===== src/rtl/bip_pkg.sv =====
// Shared widths, opcodes and the FSM state encoding for the BIP control unit.
// Branch opcodes are only decoded when BIP_BRANCH_EN is defined.
package bip_pkg;

    localparam int DATA_W = 16;
    localparam int ADDR_W = 11;
    localparam int OPC_W  = 5;

    localparam logic [OPC_W-1:0] OPC_HLT  = 5'b00000;
    localparam logic [OPC_W-1:0] OPC_STO  = 5'b00001;
    localparam logic [OPC_W-1:0] OPC_LD   = 5'b00010;
    localparam logic [OPC_W-1:0] OPC_LDI  = 5'b00011;
    localparam logic [OPC_W-1:0] OPC_ADD  = 5'b00100;
    localparam logic [OPC_W-1:0] OPC_ADDI = 5'b00101;
    localparam logic [OPC_W-1:0] OPC_SUB  = 5'b00110;
    localparam logic [OPC_W-1:0] OPC_SUBI = 5'b00111;
    localparam logic [OPC_W-1:0] OPC_BEQ  = 5'b01000;
    localparam logic [OPC_W-1:0] OPC_JMP  = 5'b01001;

    typedef enum logic [2:0] {
        ST_IDLE   = 3'd0,
        ST_FETCH  = 3'd1,
        ST_DECODE = 3'd2,
        ST_MEM    = 3'd3,
        ST_EXEC   = 3'd4,
        ST_HALT   = 3'd5
    } state_t;

    typedef enum logic [1:0] {
        ACC_MEM = 2'd0,
        ACC_IMM = 2'd1,
        ACC_ALU = 2'd2
    } acc_src_t;

    // The operand field is signed; bit 10 is replicated up to the data width.
    function automatic logic [DATA_W-1:0] sext_imm(input logic [ADDR_W-1:0] imm);
        return {{(DATA_W-ADDR_W){imm[ADDR_W-1]}}, imm};
    endfunction

endpackage


===== src/rtl/bip_control_acc_if.sv =====
// Memory and ALU bus between the BIP control unit (master) and the
// program/data memories plus ALU (slave).
interface bip_control_acc_if;

    logic [bip_pkg::DATA_W-1:0] Instr;
    logic [bip_pkg::ADDR_W-1:0] Addr_Prog;
    logic [bip_pkg::DATA_W-1:0] Dato_Ram;
    logic [bip_pkg::ADDR_W-1:0] Addr_Ram;
    logic [bip_pkg::DATA_W-1:0] Dato_Escritura;
    logic                       WrRam;
    logic [bip_pkg::DATA_W-1:0] Salida_Alu;
    logic [bip_pkg::DATA_W-1:0] Entrada_Acc;
    logic [bip_pkg::DATA_W-1:0] Entrada_Mult;
    logic                       Op;

    modport master (
        input  Instr, Dato_Ram, Salida_Alu,
        output Addr_Prog, Addr_Ram, Dato_Escritura, WrRam,
               Entrada_Acc, Entrada_Mult, Op
    );

    modport slave (
        output Instr, Dato_Ram, Salida_Alu,
        input  Addr_Prog, Addr_Ram, Dato_Escritura, WrRam,
               Entrada_Acc, Entrada_Mult, Op
    );

endinterface


===== src/rtl/bip_decoder.sv =====
// Combinational opcode-to-control decode for the BIP control unit.
// BEQ/JMP are recognised as branches only when BIP_BRANCH_EN is defined.
module bip_decoder
    import bip_pkg::*;
(
    input  logic [OPC_W-1:0] opcode,
    output logic             Op,
    output logic             SelImm,
    output logic             WrAcc,
    output acc_src_t         AccSrc,
    output logic             IsSto,
    output logic             IsHlt,
    output logic             IsBranch
);

    // Opcode bit 0 (IR[11]) marks the immediate forms of every instruction.
    assign SelImm = opcode[0];

    always_comb begin
        // NOTE: every output gets a default first so no path leaves one unassigned (no latch).
        Op       = 1'b0;
        WrAcc    = 1'b0;
        AccSrc   = ACC_ALU;
        IsSto    = 1'b0;
        IsHlt    = 1'b0;
        IsBranch = 1'b0;
        case (opcode)
            OPC_HLT:  IsHlt = 1'b1;
            OPC_STO:  IsSto = 1'b1;
            OPC_LD:   begin WrAcc = 1'b1; AccSrc = ACC_MEM; end
            OPC_LDI:  begin WrAcc = 1'b1; AccSrc = ACC_IMM; end
            OPC_ADD,
            OPC_ADDI: WrAcc = 1'b1;
            OPC_SUB,
            OPC_SUBI: begin WrAcc = 1'b1; Op = 1'b1; end
`ifdef BIP_BRANCH_EN
            OPC_BEQ,
            OPC_JMP:  IsBranch = 1'b1;
`endif
            default:  ;
        endcase
    end

endmodule


===== src/rtl/bip_control_acc.sv =====
// Control unit and accumulator of the BIP processor: fetch/decode FSM, PC, IR,
// Acc and cycle counter. Define BIP_BRANCH_EN to enable the BEQ/JMP opcodes.
module bip_control_acc
    import bip_pkg::*;
(
    input  logic               clk,
    input  logic               reset,
    input  logic               Start,
    output logic               Halted,
    output logic [15:0]        Ciclos,
    bip_control_acc_if.master  bus
);

    state_t            state;
    logic [ADDR_W-1:0] pc;
    logic [DATA_W-1:0] ir;
    logic [DATA_W-1:0] acc;

    logic     dec_op;
    logic     sel_imm;
    logic     wr_acc;
    acc_src_t acc_src;
    logic     is_sto;
    logic     is_hlt;
    logic     is_branch;
    logic     pc_load;

    logic [DATA_W-1:0] imm_ext;

    bip_decoder u_decoder (
        .opcode   (ir[DATA_W-1 -: OPC_W]),
        .Op       (dec_op),
        .SelImm   (sel_imm),
        .WrAcc    (wr_acc),
        .AccSrc   (acc_src),
        .IsSto    (is_sto),
        .IsHlt    (is_hlt),
        .IsBranch (is_branch)
    );

    assign imm_ext = sext_imm(ir[ADDR_W-1:0]);

    // JMP carries IR[11]=1, BEQ carries IR[11]=0 and needs a zero accumulator.
    assign pc_load = is_branch & (sel_imm | (acc == '0));

    assign bus.Addr_Prog      = pc;
    assign bus.Addr_Ram       = ir[ADDR_W-1:0];
    assign bus.Dato_Escritura = acc;
    assign bus.Entrada_Acc    = acc;
    assign bus.Entrada_Mult   = sel_imm ? imm_ext : bus.Dato_Ram;
    assign bus.Op             = dec_op;
    // Decode of two registers; a reset ending the MEM cycle leaves IDLE with no strobe.
    assign bus.WrRam          = (state == ST_MEM) & is_sto;

    always_ff @(posedge clk) begin
        // NOTE: non-blocking assignments so every register samples pre-edge values.
        if (reset) begin
            state  <= ST_IDLE;
            pc     <= '0;
            ir     <= '0;
            acc    <= '0;
            Ciclos <= '0;
            Halted <= 1'b0;
        end else begin
            if (state != ST_IDLE && state != ST_HALT && Ciclos != 16'hFFFF)
                Ciclos <= Ciclos + 16'd1;
            case (state)
                ST_IDLE:   if (Start) state <= ST_FETCH;
                ST_FETCH:  state <= ST_DECODE;
                ST_DECODE: begin
                    ir    <= bus.Instr;
                    state <= ST_MEM;
                end
                ST_MEM: begin
                    if (is_hlt) begin
                        state  <= ST_HALT;
                        Halted <= 1'b1;
                    end else begin
                        state <= ST_EXEC;
                    end
                end
                ST_EXEC: begin
                    if (wr_acc) begin
                        case (acc_src)
                            ACC_MEM: acc <= bus.Dato_Ram;
                            ACC_IMM: acc <= imm_ext;
                            ACC_ALU: acc <= bus.Salida_Alu;
                            default: acc <= acc;
                        endcase
                    end
                    pc    <= pc_load ? ir[ADDR_W-1:0] : pc + 1'b1;
                    state <= ST_FETCH;
                end
                ST_HALT:   state <= ST_HALT;
                default:   state <= ST_IDLE;
            endcase
        end
    end

endmodule


===== src/flat_wrapper.sv =====
// flat-port wrapper written by rule: the top's interface ports become plain ports
module bip_control_acc_flat import bip_pkg::*;
  (clk, reset, Start, Halted, Ciclos, bus_Instr, bus_Dato_Ram, bus_Salida_Alu, bus_Addr_Prog, bus_Addr_Ram, bus_Dato_Escritura, bus_WrRam, bus_Entrada_Acc, bus_Entrada_Mult, bus_Op);
  bip_control_acc_if bus_i ();
  input  logic clk;
  input  logic reset;
  input  logic Start;
  output logic Halted;
  output logic [15:0] Ciclos;
  input wire logic [$bits(bus_i.Instr)-1:0] bus_Instr;
  input wire logic [$bits(bus_i.Dato_Ram)-1:0] bus_Dato_Ram;
  input wire logic [$bits(bus_i.Salida_Alu)-1:0] bus_Salida_Alu;
  output wire logic [$bits(bus_i.Addr_Prog)-1:0] bus_Addr_Prog;
  output wire logic [$bits(bus_i.Addr_Ram)-1:0] bus_Addr_Ram;
  output wire logic [$bits(bus_i.Dato_Escritura)-1:0] bus_Dato_Escritura;
  output wire logic [$bits(bus_i.WrRam)-1:0] bus_WrRam;
  output wire logic [$bits(bus_i.Entrada_Acc)-1:0] bus_Entrada_Acc;
  output wire logic [$bits(bus_i.Entrada_Mult)-1:0] bus_Entrada_Mult;
  output wire logic [$bits(bus_i.Op)-1:0] bus_Op;
  assign bus_i.Instr = bus_Instr;
  assign bus_i.Dato_Ram = bus_Dato_Ram;
  assign bus_i.Salida_Alu = bus_Salida_Alu;
  assign bus_Addr_Prog = bus_i.Addr_Prog;
  assign bus_Addr_Ram = bus_i.Addr_Ram;
  assign bus_Dato_Escritura = bus_i.Dato_Escritura;
  assign bus_WrRam = bus_i.WrRam;
  assign bus_Entrada_Acc = bus_i.Entrada_Acc;
  assign bus_Entrada_Mult = bus_i.Entrada_Mult;
  assign bus_Op = bus_i.Op;
  bip_control_acc u_core (.clk(clk), .reset(reset), .Start(Start), .Halted(Halted), .Ciclos(Ciclos), .bus(bus_i));
endmodule

===== config.mk =====
export PLATFORM = sky130hd
export DESIGN_NAME = bip_control_acc_flat
export DESIGN_NICKNAME = d
export VERILOG_FILES = /design/src/rtl/bip_pkg.sv /design/src/rtl/bip_control_acc_if.sv /design/src/rtl/bip_decoder.sv /design/src/rtl/bip_control_acc.sv /design/src/flat_wrapper.sv
export SDC_FILE = /design/constraint.sdc
export NUM_CORES = 1
export LEC_CHECK = 0
export ABC_CLOCK_PERIOD_IN_PS = 2100
export CAP_MARGIN = 20
export CELL_PAD_IN_SITES_DETAIL_PLACEMENT = 0
export CELL_PAD_IN_SITES_GLOBAL_PLACEMENT = 1
export CORE_MARGIN = 4
export CORE_UTILIZATION = 32
export CTS_BUF_LIST = sky130_fd_sc_hd__clkbuf_8
export DETAILED_ROUTE_END_ITERATION = 8
export GPL_TIMING_DRIVEN = 1
export MAX_ROUTING_LAYER = met4
export PLACE_DENSITY = 0.89
export SETUP_SLACK_MARGIN = 0.15
export SYNTH_ARGS = -nofsm -noshare
export SYNTH_HDL_FRONTEND = slang
export SYNTH_HIERARCHICAL = 1
export SYNTH_SLANG_ARGS = --single-unit

===== constraint.sdc =====
create_clock -name clk -period 2.1 [get_ports clk]
set_input_delay 0.21 -clock clk [delete_from_list [all_inputs] [get_ports clk]]
set_output_delay 0.21 -clock clk [all_outputs]
set_load 0.02 [all_outputs]

# Word-level counts from Yosys, hierarchy flattened
# Index checks and enable logic that the tools add are counted.
# classes
n_addsub	2
eq_ne	17
n_mux	10
n_bitwise	1
n_reduce_logical	11
# op_table
cell	n
16-bit case mux with 3 select lines	1
5-bit by 3-bit == test with 1-bit output, second input constant	4
3-bit case mux with 6 select lines	1
16-bit by 1-bit adder with 16-bit output, second input constant	1
16-bit two-way mux	1
16-bit inequality test, second input constant	1
11-bit by 1-bit adder with 11-bit output, second input constant	1
5-bit by 2-bit == test with 1-bit output, second input constant	2
3-bit by 2-bit == test with 1-bit output, second input constant	2
3-bit == test, second input constant	2
3-bit nonzero test	2
6-bit OR reduction	1
5-bit by 1-bit == test with 1-bit output, second input constant	1
5-bit logical NOT	1
1-bit two-way mux	5
2-bit case mux with 2 select lines	1
3-bit by 1-bit == test with 1-bit output, second input constant	1
3-bit logical NOT	1
3-bit two-way mux	1
3-bit inequality test, second input constant	1
3-bit AND reduction	1
2-bit by 1-bit == test with 1-bit output, second input constant	1
2-bit == test, second input constant	1
1-bit logical AND	2
other kinds (5)	5
# totals
reg_bits	63
out_inout_bits	89
wordCells	47

# Longest topological paths before layout
# Gate-level depths: netlist of run 1.
# depth
word_depth	5
mapped_depth	10
ltp_nobuf	8

# By module
# Netlist of run 1, hierarchy kept.
# modules_own_cells
mod	n_inst	cells_each	area_each_um2	seq_area_each_um2
bip_control_acc	1	451	3508.4	1261.2
bip_decoder	1	11	76.3	0.0

# Least setup slack after synthesis of run 1
# No wires, ideal clock.
# synth_timing
path_type	reg2reg
startpoint	register u_core.Ciclos[0]
endpoint	register u_core.Ciclos[5]
t_arrival_ps	1865
required_time_ps	1972
setup_slack_ps	108
path_stages_with_launch	8
n_path_buf	1
path_cell_list	dfxtp_1 > ha_1 > nand4_1 > nor3_1 > buf_2 > a211oi_1 > xnor2_1 > nor2_1
# synth_between
elab_chain_len	2
elab_cells_between_ends	3
cone_classes	1 x add/sub; 1 x eq/ne; 1 x reduce/logical
# synth_rtl
element	line	source
start, declared	bip_control_acc.sv:10	output logic [15:0] Ciclos,
start signal, assigned	bip_control_acc.sv:66	Ciclos <= Ciclos + 16'd1;
parallel branches: the longest is 2 deep, another holds 16-bit by 1-bit adder with 16-bit output	--	
# Several ways; the timed one is not identified.
# A chain may end at the register's enable or synchronous reset.

# Final worst setup path of run 1
# layout_timing
startpoint	register u_core.ir[14]
endpoint	register u_core.acc[10] (netlist: u_core/bus.Dato_Escritura[10])
# layout_between
elab_chain_len	5
elab_cells_between_ends	15
cone_classes	8 x eq/ne; 3 x mux; 4 x reduce/logical
# layout_rtl
element	line	source
start, declared	bip_control_acc.sv:16	logic [DATA_W-1:0] ir;
start signal, assigned	bip_control_acc.sv:71	ir <= bus.Instr;
5-bit by 2-bit == test with 1-bit output	bip_decoder.sv:27	case (opcode)
2-bit case mux with 2 select lines (*)	bip_decoder.sv:27	
net u_core.acc_src[0]	bip_control_acc.sv:22	acc_src_t acc_src;
2-bit by 1-bit == test with 1-bit output, or another cell as far along	bip_control_acc.sv:84	case (acc_src)
3-bit nonzero test (no line)	--	
3-bit AND reduction (no line)	--	
end signal, assigned	bip_control_acc.sv:85	ACC_MEM: acc <= bus.Dato_Ram;
end signal, assigned	bip_control_acc.sv:86	ACC_IMM: acc <= imm_ext;
end signal, assigned	bip_control_acc.sv:87	ACC_ALU: acc <= bus.Salida_Alu;
end, declared	bip_control_acc.sv:17	logic [DATA_W-1:0] acc;
# Mark *: on every way through the listed nets, which the timed path passes. The rest lies on a longest branch.

==> results by group, run 1 <==
Run status
  • Status: completed

Yosys
  • Async set-reset flop share out of synthesis: 0%
  • Mapped cell area: about 0.0036 mm2
  • Yosys warning count: 6
  • Synth Flop Type: dfxtp_1
  • Yosys cell types: 50
  • Seq/Total Area, Yosys: 35.2%
  • Mapped Nets: approximately 520
  • Post-synth EDFFs: 0
  • Post-synthesis cell count: between 400 and 500
  • Flops & latches, synth: 63
  • Mapped Avg Cell Area: between 7 and 8 um2

CTS
  • CTS Buffer Depth: 2
  • Clock slew at the register clock pins of the worst setup and hold paths: ~0.070 ns
  • Root Driver: clkbuf_8
  • Clock net sink count: 63
  • Num CTS Buffers: 9
  • Hold-fix buffers, CTS: 0
  • CTS tree: built
  • Htree depth: 3
  • Clk Latency, worst-skew pair: 0.34 ns

Floorplan
  • Core box area: 0.0109 mm2
  • Initial core utilization: 32.9%
  • Rows: 38
  • Die X: ~110 um
  • Die footprint: 0.0130 mm2
  • Top Ports: 140
  • Die height: about 110 um

Timing
  • Max-slew headroom: between 10% and 20%
  • Pins Over Slew Limit: 0
  • Worst-Margin Slew: approximately 1.2 ns
  • Final setup violation count: 0
  • Worst hold slack: around 0.32 ns
  • Fmax: 543 MHz
  • Final min period: 1.84 ns
  • Layout Skew: 0.00822 ns
  • RSZ-0062 raised after global routing: yes
  • Period utilisation layout: approximately 90%
  • Hold Violations, Final: 0
  • TNS Setup: 0 ns

Route
  • Vias: 3,695
  • Post-route DRC: 0
  • Routed WL: about 12,000 um
  • Final ANT Viol Nets: 0
  • DR pass1 iterations: 4
  • Drt via density: 5.15
  • WL per Instance: ~16 um
  • Initial DRC Count: roughly 190

Placement
  • Placed cell area: a little under 0.005 mm2
  • Placer Congestion: between 0.9 and 1
  • Hpwl dp: between 8000 and 9000 um
  • Port Buf Inserts: between 100 and 150

Global route
  • Tot GR Track Use: approximately 19%
  • Largest net degree at the start of global routing: 40
  • Initial antenna violation count: 0
  • Total gr overflow: 0
  • Number of global-route vias before repair: around 3,700
  • First-pass GRT wire length: ~19,000 um

Worst setup path
  • CP max stage cell: dfxtp_2
  • Buf/Inv on CP: 2
  • Max incr delay on CP: around 0.37 ns
  • Worst-path fanout max: 8
  • CP Launch Type: flip-flop
  • CP Data Arrival Time: about 2.1 ns
  • Family with the most delay on the worst path: simple AND/OR/NAND/NOR gates
  • Cell breakdown of the critical path: nor2_4, and4b_1, buf_4, ha_1, nand3b_1, buf_6, a211o_1, a21oi_1
  • Worst EP required: 2.36 ns
  • CP Class: reg -> reg
  • Worst Setup End Kind: flip-flop

Power
  • Leak pwr: approximately 0.0018 uW
  • Cell area power density: between 600 and 700 mW/mm2
  • Worst VDD drop: about 380 uV
  • Total design power: 3490 uW

Cells and area
  • Final instance area: between 0.005 and 0.006 mm2
  • Nets: around 630
  • Antenna Cells: 0
  • Final core utilization: between 40% and 50%
  • P&R area growth vs syn: 45.4%
  • Layout cells sized above 1: between 10 and 15%

Hold path
  • HP Class: in -> reg

Job
  • Max Cap Viol: 0
## what timing repair did
| action | CTS | global route |
|---|---|---|
| setup endpoints to repair | 19 | 28 |
| buffers inserted | 2 | 2 |
| pin swaps | 1 | 1 |
| resized for setup | 20 | 14 |
## sequential cells by signal, indices dropped and copies added (netlist names)
| register | count |
|---|---|
| u_core/Ciclos | 16 |
| u_core/Halted | 1 |
| u_core/bus.Addr_Prog | 11 |
| u_core/bus.Dato_Escritura | 16 |
| u_core/ir | 16 |
| u_core/state | 3 |
## metal layers
| metal | global-route usage, % | wire [um] | vias to the layer above |
|---|---|---|---|
| met2 | 30.6 | 5880 | 134 |
| li1 | - | - | 1820 |
| met1 | 23.1 | 5060 | 1730 |
| met3 | 3.77 | 726 | 11 |
| met4 | 5.30 | 116 | 0 |
| met5 | - | 0 | - |
## layout make-up
type / count / area, um2
Fill cell: 1082 / 5680
Inverter: 9 / 33.8
Clock buffer: 12 / 165
Clock inverter: 4 / 43.8
Tap cell: 140 / 175
Multi-Input combinational cell: 329 / 1970
Timing Repair Buffer: 160 / 1550
Sequential cell: 63 / 1270
## worst paths after layout
check                start                       endpoint  slack (ns)  cells past startpoint
max          u_core/ir[14]  u_core/bus.Dato_Escritura[10]        0.26                      8
min                  reset              u_core/Ciclos[13]        0.32                      2
max reg2reg  u_core/ir[14]  u_core/bus.Dato_Escritura[10]        0.26                      8
min reg2reg  u_core/ir[13]                  u_core/ir[13]        0.49                      2
## layout by cell type, fill, tap and decap left out, types with 3 or more instances in the layout
| master | synthesis | layout |
|---|---|---|
| nand3_1 | 12 | 12 |
| nand4_1 | 4 | 4 |
| a21oi_1 | 39 | 39 |
| inv_1 | 9 | 10 |
| clkdlybuf4s50_1 | 0 | 121 |
| a211oi_1 | 12 | 12 |
| and3_1 | 6 | 6 |
| o21a_1 | 3 | 3 |
| xnor2_1 | 15 | 15 |
| mux2_2 | 11 | 11 |
| and2_1 | 4 | 4 |
| a31oi_1 | 7 | 7 |
| a211o_1 | 6 | 6 |
| a22oi_1 | 10 | 10 |
| ha_1 | 5 | 4 |
| dlygate4sd2_1 | 0 | 17 |
| a2111oi_2 | 1 | 3 |
| nor4_1 | 9 | 8 |
| nand2_1 | 91 | 91 |
| clkbuf_8 | 0 | 12 |
| buf_6 | 1 | 3 |
| dfxtp_2 | 0 | 3 |
| buf_4 | 31 | 16 |
| nand3b_1 | 4 | 4 |
| o21ai_0 | 20 | 20 |
| nor3_1 | 8 | 7 |
| a2bb2oi_1 | 6 | 6 |
| dfxtp_1 | 63 | 59 |
| nor2_1 | 25 | 24 |
| and4_1 | 4 | 4 |
## cell families after synthesis
logic type	count (synthesis)	share of synthesized area (%)
AOI/OAI and AO/OA	111	19.7
xor gates and xnor gates	17	4.15
adders and majority gates	5	1.75
buffers and inverters	70	11.0
DFF	63	35.2
muxes	12	3.73
other	1	0.105
and+or+nand+nor	183	24.4
## per-stage QoR
step           std cells  setup WS (ns)
3_5_place_dp         697          0.141
5_1_grt              717          0.115
6_report             717          0.258
4_1_cts              715          0.161
3_3_place_gp         697          0.141
2_1_floorplan        462          0.221
## cell usage after synthesis, drive strengths merged, types with 2 or more instances
library cell / n / area share [%]
and3: 8 / 1.5
nor4: 9 / 1.6
xnor2: 15 / 3.7
dfxtp: 63 / 35
a21oi: 39 / 5.4
a211oi: 12 / 2.5
nand2: 91 / 9.5
o21ai: 21 / 2.9
nor3b: 3 / 0.91
clkbuf: 23 / 2.4
or4: 2 / 0.42
nand3: 12 / 1.7
a31oi: 7 / 1.2
a2111oi: 3 / 0.98
nor3: 8 / 1.1
mux2: 11 / 3.5
buf: 38 / 7.6
and4: 4 / 0.98
nor2b: 2 / 0.35
inv: 9 / 0.94
nor2: 26 / 2.8
nand3b: 4 / 0.84
nand4: 4 / 0.70
a22oi: 10 / 2.1
a211o: 6 / 1.5
and2: 4 / 0.70
a2bb2oi: 6 / 1.5
xor2: 2 / 0.49
o21a: 3 / 0.63
ha: 5 / 1.7
## power by group
part           switching [uW]  internal (uW)
combinational             532            457
clock                     465            637
sequential                115           1280
total                    1110           2370
Note: power is estimated with default switching activity, not from simulation.
==> run 2: changes to the inputs <==
--- a/config.mk
+++ b/config.mk
@@ -9,12 +9,12 @@
 export CAP_MARGIN = 20
 export CELL_PAD_IN_SITES_DETAIL_PLACEMENT = 0
 export CELL_PAD_IN_SITES_GLOBAL_PLACEMENT = 1
+export CORE_ASPECT_RATIO = 1.75
 export CORE_MARGIN = 4
 export CORE_UTILIZATION = 32
 export CTS_BUF_LIST = sky130_fd_sc_hd__clkbuf_8
 export DETAILED_ROUTE_END_ITERATION = 8
 export GPL_TIMING_DRIVEN = 1
-export MAX_ROUTING_LAYER = met4
 export PLACE_DENSITY = 0.89
 export SETUP_SLACK_MARGIN = 0.15
 export SYNTH_ARGS = -nofsm -noshare
==> results by group, run 2 (synthesis results as in run 1) <==
Hold path
  • Hold Path Depth: 2 (unchanged)
  • HP Class: in -> reg (unchanged)
  • Min-delay src: reset (unchanged)

Route
  • Vias: 3,646 (was 3,695)
  • Routed WL: 11,800 um (about the same)
  • WL per Instance: 16.8 um (was 16.4 um)
  • Drt via density: 5.19 (was 5.15)
  • Initial DRC Count: 189 (unchanged)
  • DR pass1 iterations: 4 (unchanged)
  • Post-route DRC: 0 (unchanged)
  • Final ANT Viol Nets: 0 (unchanged)

Worst setup path
  • Buf/Inv on CP: 2 (unchanged)
  • Worst EP required: 1.89 ns (was 2.36 ns)
  • Family with the most delay on the worst path: buffers and inverters (was simple AND/OR/NAND/NOR gates)
  • CP Data Arrival Time: 1.68 ns (was 2.10 ns)
  • CP max stage cell: dfxtp_1 (was dfxtp_2)
  • WP depth: 3 (was 8)
  • CP Launch Type: flip-flop (unchanged)
  • CP Class: reg -> out (was reg -> reg)
  • Worst R2R Path Depth: 5 (was 8)
  • Max incr delay on CP: 0.40 ns (was 0.37 ns)
  • Cell breakdown of the critical path: buf_4, mux2_2, dlygate4sd2_1 (was nor2_4, and4b_1, buf_4, ha_1, nand3b_1, buf_6, a211o_1, a21oi_1)
  • CP startpoint: u_core/ir[11] (was u_core/ir[14])
  • Critical R2R Launch: u_core/state[2] (was u_core/ir[14])
  • Worst-path fanout max: 10 (was 8)
  • Worst Setup End Kind: primary output (was flip-flop)

Timing
  • Fmax: 530 MHz (was 543 MHz)
  • Pins Over Slew Limit: 0 (unchanged)
  • Period utilisation layout: 89.9% (was 87.7%)
  • Final min period: 1.89 ns (was 1.84 ns)
  • Worst-Margin Slew: 1.12 ns (was 1.20 ns)
  • RSZ-0062 raised after global routing: no (was yes)
  • Final setup violation count: 0 (unchanged)
  • Hold Violations, Final: 0 (unchanged)
  • TNS Setup: 0 ns (unchanged)
  • Layout Skew: 0.00672 ns (was 0.00822 ns)
  • Max-slew headroom: 24.6% (was 19.6%)

Cells and area
  • Most frequent cells in the layout: 121 x clkdlybuf4s50_1, 91 x nand2_1, 61 x dfxtp_1 (was 121 x clkdlybuf4s50_1, 91 x nand2_1, 59 x dfxtp_1)
  • Layout cells sized above 1: 9.77% (was 11.3%)
  • Antenna Cells: 0 (unchanged)
  • Filler Cell Count: 1,080 (was 1,082)
  • Most common cell after layout, fill and taps aside: clkdlybuf4s50_1 (unchanged)
  • Final core utilization: 47.3% (was 47.9%)
  • P&R area growth vs syn: 42.8% (was 45.4%)
  • Final instance area: 0.00512 mm2 (was 0.00521 mm2)
  • Nets: 626 (was 628)

Power
  • Flop pwr share: 41.1% (was 40.0%)
  • Sw frac: 32.6% (was 31.9%)
  • Comb power frac: 28.7% (was 28.4%)
  • Total design power: 3400 uW (was 3490 uW)
  • Switching power: 1110 uW (about the same)
  • Cell area power density: 664 mW/mm2 (was 669 mW/mm2)
  • Leak pwr: 0.00179 uW (was 0.00181 uW)
  • Power Internal: 2290 uW (was 2370 uW)
  • Clock power frac: 30.2% (was 31.6%)
  • Worst VDD drop: 403 uV (was 385 uV)

CTS
  • Num CTS Buffers: 9 (unchanged)
  • Htree depth: 3 (unchanged)
  • CTS tree: built (unchanged)
  • Root Driver: clkbuf_8 (unchanged)
  • CTS Buffer Depth: 2 (unchanged)
  • Hold-fix buffers, CTS: 0 (unchanged)
  • Clk Latency, worst-skew pair: 0.35 ns (was 0.34 ns)
  • Clock slew at the register clock pins of the worst setup and hold paths: 0.07 ns (about the same)
  • Clock net sink count: 63 (unchanged)

Floorplan
  • Core box area: 0.0108 mm2 (was 0.0109 mm2)
  • Die X: 88.0 um (was 114 um)
  • Initial core utilization: 33.1% (was 32.9%)
  • Die footprint: 0.0130 mm2 (about the same)
  • Top Ports: 140 (unchanged)
  • Rows: 50 (was 38)
  • Die height: 148 um (was 114 um)

Placement
  • Port Buf Inserts: 139 (unchanged)
  • Placer Congestion: 0.831 (was 0.902)
  • Placed cell area: 0.00492 mm2 (was 0.00493 mm2)
  • Hpwl dp: 8970 um (was 8860 um)

Global route
  • Largest net degree at the start of global routing: 34 (was 40)
  • Initial antenna violation count: 0 (unchanged)
  • Total gr overflow: 0 (unchanged)
  • First-pass GRT wire length: 18,300 um (was 18,900 um)
  • Tot GR Track Use: 18.1% (was 18.6%)
  • Number of global-route vias before repair: 3,511 (was 3,680)

Run status
  • Status: completed (unchanged)

Job
  • Max Cap Viol: 0 (unchanged)
-- run 2: changes by cell type in the layout (fill, tap and decap cells not counted), moves of 2 or more --
cell       delta
a2111oi_1     +2
a2111oi_2     -2
buf_6         -2
clkbuf_8      -2
clkinv_2      -2
dfxtp_1       +2
inv_1         +2
-- run 2: power groups by stage --
stage	Sequential, uW	Combinational [uW]	Clock (uW)
3_3_place_gp	1420	973	0
3_5_place_dp	1420	988	0
4_1_cts	1390	965	1050
2_1_floorplan	1400	634	0
6_report	1400	974	1030
5_1_grt	1410	1060	1100
-- run 2: timing repair --
item / 4_1_cts / 5_1_grt
cloned: 0 / 0
endpoints found under the hold margin: 0 / 0
setup buffers: 0 / 2
setup endpoints to repair: 17 / 28
gates resized for setup: 17 / 8
-- run 2: layout make-up --
class | instances | area [um2] | share of cell area (%)
multi-input cells | 329 | 1950 | 38.1
repair buffers | 158 | 1530 | 29.8
flip-flops and latches | 63 | 1260 | 24.7
well taps | 130 | 163 | 3.18
clock buffers | 10 | 138 | 2.69
clock inverters | 4 | 41.3 | 0.806
inverters | 9 | 33.8 | 0.660
-- run 2: worst paths after layout --
path                                        end  slack, ns
setup reg to reg       u_core/bus.Addr_Prog[10]       0.24
hold reg to reg   u_core/bus.Dato_Escritura[14]       0.48
setup / recovery            bus_Entrada_Mult[8]       0.21
hold / removal                 u_core/Ciclos[1]       0.36
-- run 2: per-layer routing --
metal | up-vias | global-route usage [%] | part of all wire (%)
met2 | 109 | 32.2 | 54
met1 | 1715 | 20.0 | 37
li1 | 1801 | - | -
met4 | 0 | 7.53 | 2.8
met3 | 21 | 4.07 | 5.8
met5 | - | 0 | 0
-- run 2: worst register-to-register path: cells and delay by family (launching register included) --
family / cells / cell delay, ns
flip-flops: 1 / 0.48
AO/OA/AOI/OAI: 2 / 0.23
buffers and inverters: 1 / 0.24
AND/OR/NAND/NOR: 2 / 0.83
-- run 2: per-stage QoR --
step / hold slack [ns] / setup slack, ns / cells
after global placement: 0.473 / 0.202 / 687
after detailed placement: 0.467 / 0.181 / 687
after floorplan: 0.346 / 0.221 / 462
after CTS: 0.362 / 0.0349 / 701
after global routing: 0.405 / 0.151 / 703
final: 0.364 / 0.213 / 703
==> run 3: changes to the inputs <==
--- a/config.mk
+++ b/config.mk
@@ -13,6 +13,7 @@
 export CORE_MARGIN = 4
 export CORE_UTILIZATION = 32
 export CTS_BUF_LIST = sky130_fd_sc_hd__clkbuf_8
+export CTS_CLUSTER_SIZE = 14
 export DETAILED_ROUTE_END_ITERATION = 8
 export GPL_TIMING_DRIVEN = 1
 export PLACE_DENSITY = 0.89
==> results of run 3 <==
The final DEF is identical to that of run 2; final timing and power are the same.
